<file path="src/rtl/adc_filter_pkg.sv">
`default_nettype none
// ============================================================================
//  Module      : adc_filter_pkg
//  Description : Shared types and default constants for the ADC sample
//                filter: FSM state encoding, sample word type, default
//                channel width, averaging exponent and window length.
//  Revision    : 1.0  initial release
// ============================================================================
package adc_filter_pkg;

    localparam int C_DATA_WIDTH = 16;
    localparam int C_AVG_LOG2   = 3;
    localparam int C_DEADBAND   = 4;
    localparam int WINDOW       = 1 << C_AVG_LOG2;

    typedef logic [C_DATA_WIDTH-1:0] sample_t;

    typedef enum logic [1:0] {
        ST_IDLE    = 2'd0,
        ST_CAPTURE = 2'd1,
        ST_READ    = 2'd2,
        ST_UPDATE  = 2'd3
    } state_t;

endpackage : adc_filter_pkg
`default_nettype wire

</file>
<file path="src/rtl/adc_moving_average.sv">
`default_nettype none
// ============================================================================
//  Module      : adc_moving_average
//  Description : One channel of the power-of-2 moving average: capture
//                register, circular sample buffer, running sum and the
//                truncated average. Sequenced by strobes from the top FSM.
//  Ports       : i_clock/i_reset_n  clock, async active-low reset
//                i_load   latch i_data into the capture register
//                i_read   fetch the oldest buffer entry at i_ptr
//                i_write  update running sum, store capture at i_ptr
//                i_filled window full: subtract the oldest entry
//                o_avg    running sum >> AVG_LOG2
//  Revision    : 1.0  initial release
// ============================================================================
module adc_moving_average #(
    parameter int DATA_WIDTH = 16,
    parameter int AVG_LOG2   = 3
) (
    input  logic                  i_clock,
    input  logic                  i_reset_n,
    input  logic                  i_load,
    input  logic                  i_read,
    input  logic                  i_write,
    input  logic                  i_filled,
    input  logic [AVG_LOG2-1:0]   i_ptr,
    input  logic [DATA_WIDTH-1:0] i_data,
    output logic [DATA_WIDTH-1:0] o_avg
);
    import adc_filter_pkg::*;

    localparam int SUM_W = DATA_WIDTH + AVG_LOG2;
    localparam int DEPTH = 1 << AVG_LOG2;

    logic [DATA_WIDTH-1:0] r_mem [DEPTH];
    logic [DATA_WIDTH-1:0] r_sample;
    logic [DATA_WIDTH-1:0] r_oldest;
    logic [SUM_W-1:0]      r_sum;
    logic [SUM_W-1:0]      w_sub;

    // Until the window is full the slot being overwritten never contributed
    // to the sum, so stale buffer contents must not be subtracted.
    always_comb begin
        w_sub = '0;
        if (i_filled) begin
            w_sub = SUM_W'(r_oldest);
        end
    end

    // Sample storage is deliberately not reset.
    always_ff @(posedge i_clock) begin
        if (i_write) begin
            r_mem[i_ptr] <= r_sample;
        end
    end

    always_ff @(posedge i_clock or negedge i_reset_n) begin
        if (!i_reset_n) begin
            r_sample <= '0;
            r_oldest <= '0;
            r_sum    <= '0;
        end else begin
            if (i_load) begin
                r_sample <= i_data;
            end
            if (i_read) begin
                r_oldest <= r_mem[i_ptr];
            end
            // The subtracted entry is part of r_sum, so this cannot wrap.
            if (i_write) begin
                r_sum <= r_sum + SUM_W'(r_sample) - w_sub;
            end
        end
    end

    assign o_avg = r_sum[SUM_W-1:AVG_LOG2];

endmodule : adc_moving_average
`default_nettype wire

</file>
<file path="src/rtl/adc_sample_filter.sv">
`default_nettype none
// ============================================================================
//  Module      : adc_sample_filter
//  Description : Synchronises the SPI receiver frame-done flag, captures both
//                ADC channels and presents a per-channel moving average with
//                a one-cycle valid strobe.
//  Ports       : i_clock, i_reset_n (async active-low)
//                i_data0/i_data1, i_data_received (SPI-domain level flag)
//                o_data0/o_data1 filtered words, o_valid update strobe,
//                o_filled window full (sticky), o_overrun dropped frame (sticky)
//  Config      : ADC_DEADBAND_EN - when defined, an output only changes if
//                the new average differs from it by more than DEADBAND.
//  Revision    : 1.0  initial release
// ============================================================================
module adc_sample_filter
    import adc_filter_pkg::*;
#(
    parameter int DATA_WIDTH = C_DATA_WIDTH,
    parameter int AVG_LOG2   = C_AVG_LOG2,
    parameter int DEADBAND   = C_DEADBAND
) (
    input  logic                  i_clock,
    input  logic                  i_reset_n,
    input  logic [DATA_WIDTH-1:0] i_data0,
    input  logic [DATA_WIDTH-1:0] i_data1,
    input  logic                  i_data_received,
    output logic [DATA_WIDTH-1:0] o_data0,
    output logic [DATA_WIDTH-1:0] o_data1,
    output logic                  o_valid,
    output logic                  o_filled,
    output logic                  o_overrun
);

    localparam logic [AVG_LOG2-1:0] c_last_slot = '1;

    if (AVG_LOG2 < 1 || AVG_LOG2 > 6 || DEADBAND < 0) begin : g_bad_param
        $error("adc_sample_filter: AVG_LOG2 must be 1..6 and DEADBAND >= 0");
    end

    logic                  r_sync1, r_sync2, r_sync3;
    logic                  w_rise;
    state_t                r_state, w_next;
    logic                  w_load, w_read, w_write, w_update;
    logic [AVG_LOG2-1:0]   r_wr_ptr;
    logic [AVG_LOG2-1:0]   r_fill_cnt;
    logic                  r_filled, r_overrun, r_valid;
    logic [DATA_WIDTH-1:0] r_data0, r_data1;
    logic [DATA_WIDTH-1:0] w_avg0, w_avg1;
    logic                  w_upd0, w_upd1;

    // Two-flop synchroniser plus a third flop for rising-edge detection.
    always_ff @(posedge i_clock or negedge i_reset_n) begin
        if (!i_reset_n) begin
            r_sync1 <= 1'b0;
            r_sync2 <= 1'b0;
            r_sync3 <= 1'b0;
        end else begin
            r_sync1 <= i_data_received;
            r_sync2 <= r_sync1;
            r_sync3 <= r_sync2;
        end
    end

    assign w_rise = r_sync2 & ~r_sync3;

    always_ff @(posedge i_clock or negedge i_reset_n) begin
        if (!i_reset_n) begin
            r_state <= ST_IDLE;
        end else begin
            r_state <= w_next;
        end
    end

    always_comb begin
        w_next   = r_state;
        w_load   = 1'b0;
        w_read   = 1'b0;
        w_write  = 1'b0;
        w_update = 1'b0;
        case (r_state)
            ST_IDLE: begin
                if (w_rise) begin
                    w_load = 1'b1;
                    w_next = ST_CAPTURE;
                end
            end
            ST_CAPTURE: begin
                w_read = 1'b1;
                w_next = ST_READ;
            end
            ST_READ: begin
                w_write = 1'b1;
                w_next  = ST_UPDATE;
            end
            ST_UPDATE: begin
                w_update = 1'b1;
                w_next   = ST_IDLE;
            end
            default: w_next = ST_IDLE;
        endcase
    end

    // Write pointer, fill tracking and overrun flag.
    always_ff @(posedge i_clock or negedge i_reset_n) begin
        if (!i_reset_n) begin
            r_wr_ptr   <= '0;
            r_fill_cnt <= '0;
            r_filled   <= 1'b0;
            r_overrun  <= 1'b0;
        end else begin
            if (w_write) begin
                r_wr_ptr <= r_wr_ptr + 1'b1;
                if (!r_filled) begin
                    if (r_fill_cnt == c_last_slot) begin
                        r_filled <= 1'b1;
                    end else begin
                        r_fill_cnt <= r_fill_cnt + 1'b1;
                    end
                end
            end
            if (w_rise && (r_state != ST_IDLE)) begin
                r_overrun <= 1'b1;
            end
        end
    end

    adc_moving_average #(
        .DATA_WIDTH (DATA_WIDTH),
        .AVG_LOG2   (AVG_LOG2)
    ) u_avg0 (
        .i_clock   (i_clock),
        .i_reset_n (i_reset_n),
        .i_load    (w_load),
        .i_read    (w_read),
        .i_write   (w_write),
        .i_filled  (r_filled),
        .i_ptr     (r_wr_ptr),
        .i_data    (i_data0),
        .o_avg     (w_avg0)
    );

    adc_moving_average #(
        .DATA_WIDTH (DATA_WIDTH),
        .AVG_LOG2   (AVG_LOG2)
    ) u_avg1 (
        .i_clock   (i_clock),
        .i_reset_n (i_reset_n),
        .i_load    (w_load),
        .i_read    (w_read),
        .i_write   (w_write),
        .i_filled  (r_filled),
        .i_ptr     (r_wr_ptr),
        .i_data    (i_data1),
        .o_avg     (w_avg1)
    );

`ifdef ADC_DEADBAND_EN
    logic r_primed;

    function automatic logic [DATA_WIDTH-1:0] f_absdiff(
        input logic [DATA_WIDTH-1:0] a,
        input logic [DATA_WIDTH-1:0] b
    );
        return (a >= b) ? (a - b) : (b - a);
    endfunction

    // The first update after the window fills is forced through so the
    // outputs leave their reset value regardless of the deadband.
    always_comb begin
        w_upd0 = !r_primed || (f_absdiff(w_avg0, r_data0) > DATA_WIDTH'(DEADBAND));
        w_upd1 = !r_primed || (f_absdiff(w_avg1, r_data1) > DATA_WIDTH'(DEADBAND));
    end

    always_ff @(posedge i_clock or negedge i_reset_n) begin
        if (!i_reset_n) begin
            r_primed <= 1'b0;
        end else if (w_update && r_filled) begin
            r_primed <= 1'b1;
        end
    end
`else
    always_comb begin
        w_upd0 = 1'b1;
        w_upd1 = 1'b1;
    end
`endif

    always_ff @(posedge i_clock or negedge i_reset_n) begin
        if (!i_reset_n) begin
            r_data0 <= '0;
            r_data1 <= '0;
            r_valid <= 1'b0;
        end else begin
            r_valid <= 1'b0;
            if (w_update && r_filled) begin
                if (w_upd0) begin
                    r_data0 <= w_avg0;
                end
                if (w_upd1) begin
                    r_data1 <= w_avg1;
                end
                r_valid <= w_upd0 | w_upd1;
            end
        end
    end

    assign o_data0   = r_data0;
    assign o_data1   = r_data1;
    assign o_valid   = r_valid;
    assign o_filled  = r_filled;
    assign o_overrun = r_overrun;

endmodule : adc_sample_filter
`default_nettype wire
</file>
<file path="config.mk">
export PLATFORM = sky130hd
export DESIGN_NAME = adc_sample_filter
export DESIGN_NICKNAME = d
export VERILOG_FILES = /design/src/rtl/adc_filter_pkg.sv /design/src/rtl/adc_moving_average.sv /design/src/rtl/adc_sample_filter.sv
export SDC_FILE = /design/constraint.sdc
export NUM_CORES = 1
export LEC_CHECK = 0
export ABC_AREA = 1
export CAP_MARGIN = 30
export CORE_ASPECT_RATIO = 1.75
export CORE_MARGIN = 8
export CORE_UTILIZATION = 45
export DETAILED_ROUTE_END_ITERATION = 16
export GPL_TIMING_DRIVEN = 0
export HOLD_SLACK_MARGIN = 0.06
export PLACE_DENSITY = 0.68
export SKIP_CTS_REPAIR_TIMING = 1
export SLEW_MARGIN = 10
export SYNTH_ARGS = -nofsm -noshare
export SYNTH_HDL_FRONTEND = slang
export SYNTH_HIERARCHICAL = 1
export SYNTH_SLANG_ARGS = --single-unit
</file>
<file path="constraint.sdc">
create_clock -name i_clock -period 4.47 [get_ports i_clock]
set_input_delay 1.341 -clock i_clock [delete_from_list [all_inputs] [get_ports i_clock]]
set_output_delay 1.341 -clock i_clock [all_outputs]
set_load 0.01 [all_outputs]
</file>
==> run_results.csv <==
group,metric,value,unit
run_status,outcome,"finished, final reports clean",
yosys,synth_area_leader_cell,"edfxtp_1",
critical_path,r2r_cells,15,
clocking,cts_inserted_buffers,38,
drt,vias,13300,
critical_path,path_cells,"clkbuf_1 -> clkbuf_1 -> nand2_1 -> inv_1 -> fa_1 -> inv_1 -> ha_1 -> nand2_1 -> inv_1 -> a21oi_1 -> nand3_1 -> nand2_1 -> nand3_1 -> nand3_1 -> nand2_1",
global_route,grt_max_degree,108,
placed_design,placed_area,0.0206,sq mm
floorplan,rows,99,
placed_design,place_congestion,0.925,
global_route,antenna_found_initial,0,
clocking,cts_tree,"yes",
sta,clock.fmax,304,MHz
worst_hold_path,worst_hold_path_type,"reg2reg",
yosys,synth_nets,2009,
critical_path,cp.required,4.89,ns
clocking,clk_latency,0.55,ns
placed_design,numPortBuffers,69,
clocking,cts_sinks,404,
clocking,clk_path_buf_depth,3,
yosys,yosysSeqAreaShare,60.4,%
global_route,globalRouteOverflowTotal,0,
sta,final_max_slew_viol_count,0,
sta,relSlewSlack,34.4,%
yosys,synth_fa_ha_area_share,6.45,%
placed_design,hpwl,35200,microns
drt,wl_met2,26300,microns
floorplan,core,0.0415,sq mm
drt,wl_per_cell,18.2,microns
critical_path,crit_fanout,10,
critical_path,cpPeakStageDelay,0.58,ns
yosys,synth-simple-area-share,18.1,%
floorplan,dieWidth,171,microns
critical_path,crit_top_cell,"nand2_1",
drt,drt_pre_antenna_iters,5,
drt,ant_nets,0,
clocking,cts-htree-levels,2,
drt,drc,0,
drt,wl,47500,microns
placed_design,place_inst,2537,
yosys,synth_mux_area_share,0.119,%
critical_path,r2r_setup_slack,1.18,ns
job,maxCapViolCount,0,
finish,final_cells,2607,
yosys,syn_inst,1896,
sta,finalWorstSetupSlack,1.18,ns
drt,top_layer_used,"met4",
global_route,grt_pass1_wl,74900,microns
sta,worstMarginPinSlew,0.980,ns
yosys,synth_top_family_by_area,"simple AND/OR/NAND/NOR gates",
sta,final-setup-viol-count,0,
yosys,synth.ff_latch_count,404,
finish,final_cell_mix,"nand2_1, inv_1, edfxtp_1",
finish,drive_above_1_share,8.82,%
floorplan,start_util,45.4,%
yosys,synth_area_per_cell,9.94,sq um
clocking,cts_root_buffer,"clkbuf_16",
finish,fin_area,0.0218,sq mm
critical_path,cp_slowest_cell,"dfrtp_1",
yosys,yosys_warnings,6,
yosys,synth_edf_count,256,
yosys,synth_area_leaders,"edfxtp_1, dfrtp_1, nand2_1",
sta,grt_setup_unrepaired,"false",
yosys,synthArstFlopShare,36.6,%
drt,first_iter_violations,748,
floorplan,boundaryPins,70,
yosys,synth_top_area_share,40.8,%
yosys,synth.distinct_cells,33,
placed_design,pre_cts_ws,1.13,ns
yosys,netlist_area,0.0189,sq mm
global_route,first_global_vias,13900,
clocking,clk_pin_slew,0.07,ns
critical_path,start_kind,"flip-flop",
global_route,track_usage,20.0,%
critical_path,cp.arrival,3.71,ns
critical_path,endpoint_kind,"flip-flop",
sta,whs,0.339,ns
finish,finalNetCount,2135,
critical_path,critPathKind,"reg2reg",
floorplan,die_h,287,microns
yosys,synth-xor-area-share,0.697,%
yosys,synth-compound-area-share,5.72,%
drt,wl_met1,16700,microns
yosys,synth_flop_cell,"edfxtp_1",
sta,finalClockSkew,0.0234,ns
worst_hold_path,worst_hold_path.num_cells,0,
sta,post-route-period-util,73.6,%
finish,area_growth,15.5,%
finish,antenna_cells,0,
drt,via_per_inst,5.09,
sta,period_minus_slack,3.29,ns
finish,layout_commonest_cell,"nand2_1",
sta,hold_violations,0,
floorplan,dieArea,0.0490,sq mm
drt,route.met3.wl,1900,microns
## cell usage after synthesis, types with 10 or more instances
| cell | instances |
|---|---|
| dfrtp_1 | 148 |
| o22ai_1 | 34 |
| edfxtp_1 | 256 |
| clkbuf_1 | 28 |
| buf_4 | 46 |
| o21ai_0 | 63 |
| nand3_1 | 115 |
| nor2_1 | 56 |
| o21ai_1 | 28 |
| xnor2_1 | 10 |
| inv_1 | 261 |
| nand2_1 | 642 |
| a211oi_1 | 32 |
| ha_1 | 46 |
| a21oi_1 | 30 |
| fa_1 | 32 |
| buf_2 | 17 |
## state kept, by name, indices dropped and copies added, names as in the netlist
| signal | flops |
|---|---|
| u_avg0/r_sample | 16 |
| u_avg0/r_oldest | 16 |
| r_state | 2 |
| r_sync3 | 1 |
| o_overrun | 1 |
| o_data1 | 16 |
| r_sync1 | 1 |
| o_filled | 1 |
| o_data0 | 16 |
| r_fill_cnt | 3 |
| r_wr_ptr | 3 |
| u_avg0/r_mem | 128 |
| u_avg0/r_sum | 19 |
| u_avg1/r_oldest | 16 |
| u_avg1/r_sample | 16 |
| o_valid | 1 |
| u_avg1/r_sum | 19 |
| u_avg1/r_mem | 128 |
| r_sync2 | 1 |
## layer usage
metal	vias up	GRT usage (%)
met3	124	2.52
met4	0	10.7
met1	6452	20.0
li1	6346	-
met5	-	0
met2	349	38.8
## cell type report
cell class	instances	area (sq um)
clock inverter	17	141
timing repair buffer	86	972
tap	555	694
buffer	95	584
sequential	404	11400
multi-input combinational	1129	5910
fill	3680	19700
clock buffer	53	1080
inverter	268	1010
## critical path, delay by kind of cell, from the launching register on
family,cells,cell delay (ns)
compound gates,1,0.15
simple gates,7,0.82
fa+ha+maj,2,0.68
buf+inv,5,0.94
flops,1,0.58
## path summary, 6_finish.rpt
| path | start | end |
|---|---|---|
| max | o_filled | u_avg0/r_sum[13] |
| min | r_sync1 | r_sync2 |
| max reg2reg | o_filled | u_avg0/r_sum[13] |
| min reg2reg | r_sync1 | r_sync2 |
| max in group asynchronous | i_reset_n | r_sync1 |
| min in group asynchronous | i_reset_n | u_avg1/r_sum[16] |
## cells by family (layout without fill, tap and decap cells)
kind of cell,Yosys count,after routing
simple gates,844,844
flops,404,404
buf+inv,363,519
compound gates,190,190
fa+ha+maj,78,78
xor+xnor,15,15
mux,2,2
## metrics by stage
stage,utilization [%],TNS (ns)
after detailed placement,49.5,0
after CTS,52.5,0
after global placement,48.8,-627.98
final,52.5,0
after floorplan,-,0
after global routing,52.5,0
Power is not shown: default switching activity piles up to over one toggle a cycle in this logic, so the estimate is an artifact.
